$ cat config.mk
export PLATFORM = sky130hd
export DESIGN_NAME = mem_io_unit_flat
export DESIGN_NICKNAME = d
export VERILOG_FILES = /design/src/rtl/mem_io_unit_if.sv /design/src/rtl/mem_io_unit.sv /design/src/flat_wrapper.sv
export SDC_FILE = /design/constraint.sdc
export NUM_CORES = 2
export LEC_CHECK = 0
export BUFFER_PORTS_ARGS = -buffer_cell sky130_fd_sc_hd__buf_2
export CAP_MARGIN = 20
export CORE_MARGIN = 4
export CORE_UTILIZATION = 50
export DETAILED_ROUTE_END_ITERATION = 10
export PLACE_DENSITY = 0.66
export SYNTH_ARGS = -nofsm -noshare
export SYNTH_HDL_FRONTEND = slang
export SYNTH_SLANG_ARGS = --single-unit
$ cat constraint.sdc
create_clock -name clk -period 3.6 [get_ports clk]
set_clock_uncertainty 0.1 [all_clocks]
set_input_delay 0.9 -clock clk [delete_from_list [all_inputs] [get_ports clk]]
set_output_delay 0.9 -clock clk [all_outputs]
set_load 0.005 [all_outputs]
$ cat src/rtl/mem_io_unit_if.sv
// Core-side data memory port: store strobe, byte address and store data in, load data out.
// The master modport is the core (or a bench standing in for it), the slave is the memory/IO unit.
interface mem_io_unit_if;
  logic        MemWrite;
  logic [31:0] ALUResult;
  logic [31:0] WriteData;
  logic [31:0] ReadData;

  modport master (output MemWrite, output ALUResult, output WriteData, input ReadData);
  modport slave  (input MemWrite, input ALUResult, input WriteData, output ReadData);
endinterface

$ cat src/rtl/mem_io_unit.sv
// Data RAM, LED register, free-running timer and FIFO-buffered 8N1 UART transmitter
// behind the single-cycle core's memory port; loads are combinational from the address.
module mem_io_unit #(
  parameter int RAM_WORDS    = 64,
  parameter int FIFO_DEPTH   = 8,
  parameter int CLKS_PER_BIT = 16
) (
  input  logic               clk,
  input  logic               reset,
  mem_io_unit_if.slave       bus,
  output logic [7:0]         leds,
  output logic               tx
);
  localparam int AW = $clog2(RAM_WORDS);
  localparam int FW = $clog2(FIFO_DEPTH);
  localparam int CW = $clog2(CLKS_PER_BIT);
  localparam logic [CW-1:0] BIT_LAST = CW'(CLKS_PER_BIT - 1);
  localparam logic [CW-1:0] BAUD_ONE = CW'(1);
  localparam logic [FW:0]   FIFO_FULL = (FW+1)'(FIFO_DEPTH);
  localparam logic [FW:0]   FIFO_ONE  = (FW+1)'(1);

  localparam logic [1:0] S_IDLE  = 2'd0;
  localparam logic [1:0] S_START = 2'd1;
  localparam logic [1:0] S_DATA  = 2'd2;
  localparam logic [1:0] S_STOP  = 2'd3;

  logic [31:0]   ram_q [RAM_WORDS];
  logic [7:0]    fifo_q [FIFO_DEPTH];
  logic [7:0]    leds_q;
  logic [31:0]   timer_q, timer_d;
  logic          ovf_q, ovf_d;
  logic [FW-1:0] wr_ptr_q, rd_ptr_q;
  logic [FW:0]   cnt_q, cnt_d;
  logic [1:0]    state_q, state_d;
  logic [CW-1:0] baud_q, baud_d;
  logic [2:0]    bit_q, bit_d;
  logic [7:0]    shift_q, shift_d;

  logic [29:0]   word_s;
  logic          sel_ram_s, sel_led_s, sel_tmr_s, sel_txd_s, sel_stat_s;
  logic          full_s, empty_s, busy_s, push_s, push_ok_s, pop_s;
  logic          unused_addr_s;

  assign word_s        = bus.ALUResult[31:2];
  assign unused_addr_s = ^bus.ALUResult[1:0];
  assign sel_ram_s     = (bus.ALUResult[31:AW+2] == '0);
  assign sel_led_s     = (word_s == 30'h2000_0000);
  assign sel_tmr_s     = (word_s == 30'h2000_0001);
  assign sel_txd_s     = (word_s == 30'h2000_0002);
  assign sel_stat_s    = (word_s == 30'h2000_0003);

  assign full_s    = (cnt_q == FIFO_FULL);
  assign empty_s   = (cnt_q == '0);
  assign busy_s    = (state_q != S_IDLE);
  // Acceptance looks only at pre-edge fullness, so a same-edge pop never frees room.
  assign push_s    = bus.MemWrite & sel_txd_s;
  assign push_ok_s = push_s & ~full_s;

  assign leds = leds_q;

  always_comb begin
    bus.ReadData = 32'h0000_0000;
    if (sel_ram_s)       bus.ReadData = ram_q[bus.ALUResult[AW+1:2]];
    else if (sel_led_s)  bus.ReadData = {24'h00_0000, leds_q};
    else if (sel_tmr_s)  bus.ReadData = timer_q;
    else if (sel_stat_s) bus.ReadData = {28'h000_0000, ovf_q, busy_s, full_s, empty_s};
    else                 bus.ReadData = 32'h0000_0000;
  end

  always_comb begin
    timer_d = (bus.MemWrite && sel_tmr_s) ? 32'h0000_0000 : timer_q + 32'h0000_0001;
    ovf_d   = ovf_q;
    if (push_s && full_s)               ovf_d = 1'b1;
    else if (bus.MemWrite && sel_stat_s) ovf_d = 1'b0;
    else                                ovf_d = ovf_q;
    case ({push_ok_s, pop_s})
      2'b10:   cnt_d = cnt_q + FIFO_ONE;
      2'b01:   cnt_d = cnt_q - FIFO_ONE;
      default: cnt_d = cnt_q;
    endcase
  end

  always_comb begin
    state_d = state_q;
    baud_d  = baud_q;
    bit_d   = bit_q;
    shift_d = shift_q;
    pop_s   = 1'b0;
    case (state_q)
      S_IDLE: begin
        if (!empty_s) begin
          pop_s   = 1'b1;
          shift_d = fifo_q[rd_ptr_q];
          state_d = S_START;
          baud_d  = BIT_LAST;
        end else begin
          state_d = S_IDLE;
        end
      end
      S_START: begin
        if (baud_q == '0) begin
          state_d = S_DATA;
          baud_d  = BIT_LAST;
          bit_d   = 3'd0;
        end else begin
          baud_d = baud_q - BAUD_ONE;
        end
      end
      S_DATA: begin
        if (baud_q == '0) begin
          shift_d = {1'b0, shift_q[7:1]};
          baud_d  = BIT_LAST;
          if (bit_q == 3'd7) state_d = S_STOP;
          else               bit_d   = bit_q + 3'd1;
        end else begin
          baud_d = baud_q - BAUD_ONE;
        end
      end
      S_STOP: begin
        // Chaining straight into the next start bit keeps back-to-back bytes gapless.
        if (baud_q != '0) begin
          baud_d = baud_q - BAUD_ONE;
        end else if (!empty_s) begin
          pop_s   = 1'b1;
          shift_d = fifo_q[rd_ptr_q];
          state_d = S_START;
          baud_d  = BIT_LAST;
        end else begin
          state_d = S_IDLE;
        end
      end
      default: state_d = S_IDLE;
    endcase
  end

  always_comb begin
    case (state_q)
      S_START: tx = 1'b0;
      S_DATA:  tx = shift_q[0];
      default: tx = 1'b1;
    endcase
  end

  always_ff @(posedge clk) begin
    if (bus.MemWrite && sel_ram_s) ram_q[bus.ALUResult[AW+1:2]] <= bus.WriteData;
    if (push_ok_s) fifo_q[wr_ptr_q] <= bus.WriteData[7:0];
  end

  always_ff @(posedge clk or posedge reset) begin
    if (reset) begin
      leds_q   <= 8'h00;
      timer_q  <= 32'h0000_0000;
      ovf_q    <= 1'b0;
      wr_ptr_q <= '0;
      rd_ptr_q <= '0;
      cnt_q    <= '0;
      state_q  <= S_IDLE;
      baud_q   <= '0;
      bit_q    <= 3'd0;
      shift_q  <= 8'h00;
    end else begin
      if (bus.MemWrite && sel_led_s) leds_q <= bus.WriteData[7:0];
      timer_q <= timer_d;
      ovf_q   <= ovf_d;
      if (push_ok_s) wr_ptr_q <= wr_ptr_q + 1'b1;
      if (pop_s)     rd_ptr_q <= rd_ptr_q + 1'b1;
      cnt_q   <= cnt_d;
      state_q <= state_d;
      baud_q  <= baud_d;
      bit_q   <= bit_d;
      shift_q <= shift_d;
    end
  end
endmodule
$ cat src/flat_wrapper.sv
// flat-port wrapper written by rule: the top's interface ports become plain ports
module mem_io_unit_flat 
#(
  parameter int RAM_WORDS    = 64,
  parameter int FIFO_DEPTH   = 8,
  parameter int CLKS_PER_BIT = 16
)
  (clk, reset, leds, tx, bus_MemWrite, bus_ALUResult, bus_WriteData, bus_ReadData);
  mem_io_unit_if bus_i ();
  input  logic clk;
  input  logic reset;
  output logic [7:0] leds;
  output logic tx;
  input wire logic [$bits(bus_i.MemWrite)-1:0] bus_MemWrite;
  input wire logic [$bits(bus_i.ALUResult)-1:0] bus_ALUResult;
  input wire logic [$bits(bus_i.WriteData)-1:0] bus_WriteData;
  output wire logic [$bits(bus_i.ReadData)-1:0] bus_ReadData;
  assign bus_i.MemWrite = bus_MemWrite;
  assign bus_i.ALUResult = bus_ALUResult;
  assign bus_i.WriteData = bus_WriteData;
  assign bus_ReadData = bus_i.ReadData;
  mem_io_unit #(.RAM_WORDS(RAM_WORDS), .FIFO_DEPTH(FIFO_DEPTH), .CLKS_PER_BIT(CLKS_PER_BIT)) u_core (.clk(clk), .reset(reset), .bus(bus_i), .leds(leds), .tx(tx));
endmodule
# Word-level counts from Yosys, hierarchy flattened
# Memory sizes are Yosys's and may differ from the RTL's.
# Index checks and enable logic that the tools add are counted.
# totals
regBits,68
latch_bits,0
mem_bits_rw,2112
rom_bits,0
input_bits,67
out_inout_bits,41
mem_count,2
# op_classes
addsub,7
n_mul,0
n_div,0
order_cmp,0
eq_ne,16
shift,0
muxes,34
n_bitwise,3
n_reduce_logical,19
# mem_list
memory,depth,word_bits,rd,rd_clocked_by_memory_dff,write_ports,line,source
u_core.ram_q,64,32,1,0,1,mem_io_unit.sv:27,logic [31:0] ram_q [RAM_WORDS];
u_core.fifo_q,8,8,1,0,1,mem_io_unit.sv:28,logic [7:0] fifo_q [FIFO_DEPTH];
# op_table
cell,count
2-to-1 mux 32 bit,4
== test 30 bit (second input constant),4
adder 32 x 1 -> 32 bit (second input constant),1
logical NOT 24 bit,1
2-to-1 mux 8 bit,3
one-hot mux 8 bit (3 select lines),1
2-to-1 mux 4 bit,4
one-hot mux 4 bit (3 select lines),1
adder 3 x 1 -> 3 bit (second input constant),3
2-to-1 mux 1 bit,9
2-to-1 mux 3 bit,3
logical NOT 4 bit,2
2-to-1 mux 2 bit,4
one-hot mux 2 bit (4 select lines),1
one-hot mux 4 bit (2 select lines),1
AND reduction 4 bit,2
nonzero test 2 bit,4
subtractor 4 x 1 -> 4 bit (second input constant),2
== test 2 bit (second input constant),3
inequality test 2 x 1 -> 1 bit (second input constant),3
one-hot mux 3 bit (2 select lines),1
logical AND 1 bit,5
adder 4 x 1 -> 4 bit (second input constant),1
== test 2 x 1 -> 1 bit (second input constant),2
11 further kinds,14

# Logic depth before layout (Yosys ltp)
# logic_depth
word_depth,6
mapped_depth,13
depth_no_buf,13

# Worst setup path after synthesis
# Ideal clock, no wire load.
# synth_path
path_type,input to register
start,in bus_ALUResult[4]
end,mem u_core.ram_q[13][0] (enable)
setup_time_ns,0.421
t_arrival_ns,3.693
required_ns,3.079
setup_slack_ns,-0.614
stages,9
cell_sequence,buf_6 buf_6 buf_4 buf_4 buf_4 buf_2 buf_2 nand4_1 nor2_1
# synth_rtl
element,line,source
start: declaration,flat_wrapper.sv:15,input wire logic [$bits(bus_i.ALUResult)-1:0] bus_ALUResult;
end: declaration,mem_io_unit.sv:27,
# Straight into the memory's write port.

# Worst setup path after layout
# layout_path
start,in bus_ALUResult[4]
end,out bus_ReadData[21]
# layout_between
elab_chain_len,4
elab_cells_between_ends,6
cone_classes,eq/ne (2); mux (3); memory (1)
# layout_lines
element,line,source
branches (longest 3 deep; another with memory (64 x 32 bit)),--,
2-to-1 mux 32 bit *,mem_io_unit.sv:63,if (sel_ram_s) bus.ReadData = ram_q[bus.ALUResult[AW+1:2]];
end: declaration,flat_wrapper.sv:17,output wire logic [$bits(bus_i.ReadData)-1:0] bus_ReadData;
# Mark *: on every way between the ends.

==> reports/metrics.cfg <==
[run_status]
outcome=finished with violations
violations=negative setup slack

[layout]
syn_to_final_growth_pct=25.9
drive_above_1_share=0.343
stdcell_area_um2=108000
nets=5912
final_cells=8229
fillers=11500

[clock_network]
postCtsHoldBufs=0
cts_root_buffer=clkbuf_16
cts_sinks=2180
htreeDepth=4
worstSkewPairLatency_ns=0.86
path_clk_slew_ns=0.06
cts_made_buffers=211
cts_tree=built
clockBufferDepth=3

[synth]
synth_top_area_frac=0.741
synth_fa_ha_area_frac=0.00219
synth_edf_count=2112
synthFlopType=edfxtp_1
yosysSeqAreaShare=0.761
synth_compound_area_frac=0.0853
yosysWarningCount=0
synth.distinct_cells=68
synth_mux_area_frac=0.0971
synth_top_family_by_area=multiplexers
synthCells=4880
synth_xor_xnor_area_share=0.00399
synth_fp_nets=4962
syn_area_um2=85600
syn_area_per_cell_um2=17.5
synthSimpleGateAreaFrac=0.0306
yosys.area.top_type=edfxtp_1
synth_area_leaders=edfxtp_1, mux2i_1, mux4_2
ys_seq_elements=2180
async_flop_share=0.0312

[drt]
avgRoutedWirePerCell_um=34.2
drt_iter0_drc=8518
routed_wirelength_mm=282
drc_errors=0
dr.pass1.iters=7
ant_nets=0
avgViaCountPerCell=6.54
vias=53900

[placement]
place_ws_ns=-1.77
placed_area_um2=96700
dp_cells=7688
io_buffers=105
place.gp.congestion=0.935
hpwlAfterDp_mm=177

[sta]
fin_ws_ns=-1.09
max_slew_margin=0.346
fmax_mhz=213
finalMaxSlewViolations=0
hold_viol=0
tightest_slew_ns=0.980
min_period_over_period=1.30
layout_min_cycle_time_ns=4.69
rsz0062_at_grt=yes
setup_violations=32
timing.hold.ws_ns=0.0527

[global_routing]
antenna_found_initial=19
grt_pass1_vias=51800
grt.total_usage=0.309
grt_first_pass_wirelength_mm=392
grt_max_degree=74
use_met3=0.0788
use_met1=0.426
top_usage_layer=met2
grtUsageMet2=0.471
grt_overflow=0

[worst_setup_path]
path_common_cell=buf_12
rrSetupSlack_ns=0.98
required_ns=2.60
crit_family=buffers and inverters
ff2ff_path_depth=14
worst-path-stages=15
cp_max_fo=6
setup.worst_path.start=bus_ALUResult[4]
arrival_ns=3.69
critical_path.endpoint=bus_ReadData[21]
rr_startpoint=u_core.baud_q[0]
worst_setup_path_end_kind=output port
crit_type=in2out
cp_num_buf_inv=8
regToRegEndpoint=u_core.cnt_q[2]
max_stage_delay_ns=0.38
start_kind=input port
crit_slowest_cell=nand4_1
worstPathCellList=buf_16 -> buf_12 -> buf_12 -> nor2b_4 -> buf_12 -> buf_12 -> a221o_1 -> o21ai_2 -> a21oi_2 -> a2111oi_2 -> buf_4 -> nand4_1 -> buf_4 -> a22o_1 -> buf_2

[die]
coreArea_um2=170000
row_count=151
floorplan.initialDensity=0.504
io-pin-count=108
die_area_um2=178000
die-height_um=422
die_w_um=422

[worst_hold_path]
hold_path.class=in2async

[pwr]
swShare=0.226
max-vdd-ir-drop_mv=0.547
p_leak_nw=36.6
pwr_density_cell_nw_per_um2=491
internal-power_mw=41.0
clkPwrFrac=0.396
comb_power_share=0.078
seqPwrFrac=0.526
total_power_mw=52.9
p_sw_mw=11.9

[run]
drv_cap=0

-- cells in the mapped netlist (7+ instances only) --
cell	number
a221oi_1	149
clkbuf_1	106
nand3_1	19
o2111ai_1	9
buf_2	124
nor2_1	261
a211oi_1	14
inv_1	9
edfxtp_1	2112
buf_4	52
and3_1	7
nand4_1	18
xor2_1	20
nand2_1	203
o22a_1	11
a22o_1	64
a21oi_1	205
a221o_1	65
dfrtp_1	68
a31oi_1	13
buf_6	13
nor4_1	16
buf_1	30
nor3_1	18
xnor2_1	19
o22ai_1	102
o2bb2ai_1	24
ha_1	15
mux2i_1	322
mux2_2	210
nand2b_1	8
o221ai_1	20
nor2b_1	12
and2_1	8
o21ai_0	199
mux4_2	120
a22oi_1	127
o211ai_1	11
a222oi_1	8
-- per-stage QoR --
stage | utilization | TNS [ns]
2_1_floorplan | - | -603.08
5_1_grt | 0.634 | -27.76
3_3_place_gp | 0.569 | -82.24
3_5_place_dp | 0.569 | -91.54
6_report | 0.635 | -26.32
4_1_cts | 0.625 | -25.38
-- metal layers --
layer | wire length (µm) | up-vias
met5 | 146 | -
met4 | 13300 | 12
met3 | 35700 | 711
met2 | 129000 | 3874
met1 | 104000 | 27500
li1 | - | 21700
-- power by group through the flow --
stage | logic [mW] | clock network (mW) | registers [mW]
floorplan | 1.33 | 0 | 28.4
global placement | 3.31 | 0 | 28.4
detailed placement | 3.35 | 0 | 28.4
CTS | 3.81 | 21.1 | 27.8
global route | 4.23 | 22.2 | 27.8
finish | 4.11 | 21.0 | 27.8
-- layout by cell type, fill, tap and decap left out, types with 54 or more instances in the layout --
| master | synthesis | routed |
|---|---|---|
| a22oi_1 | 127 | 103 |
| nor2_4 | 0 | 67 |
| buf_12 | 0 | 238 |
| clkinv_1 | 0 | 54 |
| mux2_2 | 210 | 198 |
| buf_4 | 52 | 587 |
| dfrtp_1 | 68 | 68 |
| buf_6 | 13 | 71 |
| o21ai_0 | 199 | 140 |
| a21oi_1 | 205 | 167 |
| a221o_1 | 65 | 64 |
| mux2i_1 | 322 | 305 |
| mux4_2 | 120 | 120 |
| o22ai_1 | 102 | 76 |
| edfxtp_1 | 2112 | 2112 |
| a22o_1 | 64 | 64 |
| nor2_1 | 261 | 188 |
| a221oi_2 | 0 | 67 |
| clkbuf_16 | 0 | 219 |
| nand2_1 | 203 | 192 |
| a221oi_1 | 149 | 72 |
| buf_2 | 124 | 101 |
-- sequential cells by signal, summed over array words and instances, names as in the netlist --
name and flops:
u_core.state_q 2, u_core.ram_q 2048, u_core.baud_q 4, u_core.timer_q 32
u_core.fifo_q 64, u_core.rd_ptr_q 3, u_core.leds 8, u_core.wr_ptr_q 3
u_core.cnt_q 4, u_core.shift_q 8, u_core.ovf_q 1, u_core.bit_q 3
-- area by class of cell --
cell class / count / area [µm²] / share of cell area
Multi-Input combinational cell: 2363 / 21400 / 0.199
Inverter: 12 / 55.1 / 0.000511
Tap cell: 2218 / 2780 / 0.0258
Antenna cell: 9 / 22.5 / 0.000209
Clock inverter: 119 / 935 / 0.00867
Timing Repair Buffer: 1062 / 11900 / 0.111
Clock buffer: 266 / 5520 / 0.0512
Sequential cell: 2180 / 65100 / 0.604
-- worst min path at each step --
stage / from / end / slack, ns / cells past startpoint
after detailed placement: u_core.shift_q[2] / u_core.shift_q[2] / 0.38 / 2
final: reset / u_core.timer_q[8] / 0.05 / 2
after floorplan: u_core.shift_q[7] / u_core.shift_q[7] / 0.35 / 2
after CTS: reset / u_core.timer_q[30] / 0.02 / 2
after global placement: u_core.shift_q[5] / u_core.shift_q[5] / 0.36 / 2
after global routing: reset / u_core.timer_q[30] / 0.08 / 2
-- what timing repair did --
| action | CTS | global route |
|---|---|---|
| endpoints found under the setup margin | 32 | 32 |
| cloned | 16 | 7 |
| pin swaps | 109 | 110 |
| buffers inserted | 92 | 50 |
| gates resized for setup | 414 | 231 |
-- cells by family (layout without fill, tap and decap cells) --
kind of cell               after synthesis  count (layout)
muxes                                  654             654
other                                    0               9
xor gates and xnor gates                39              39
DFF                                   2180            2180
and+or+nand+nor                        603             603
AOI/OAI and AO/OA                     1052            1052
buffers and inverters                  337            1459
adders and majority gates               15              15
(Power assumes the default switching activity.)
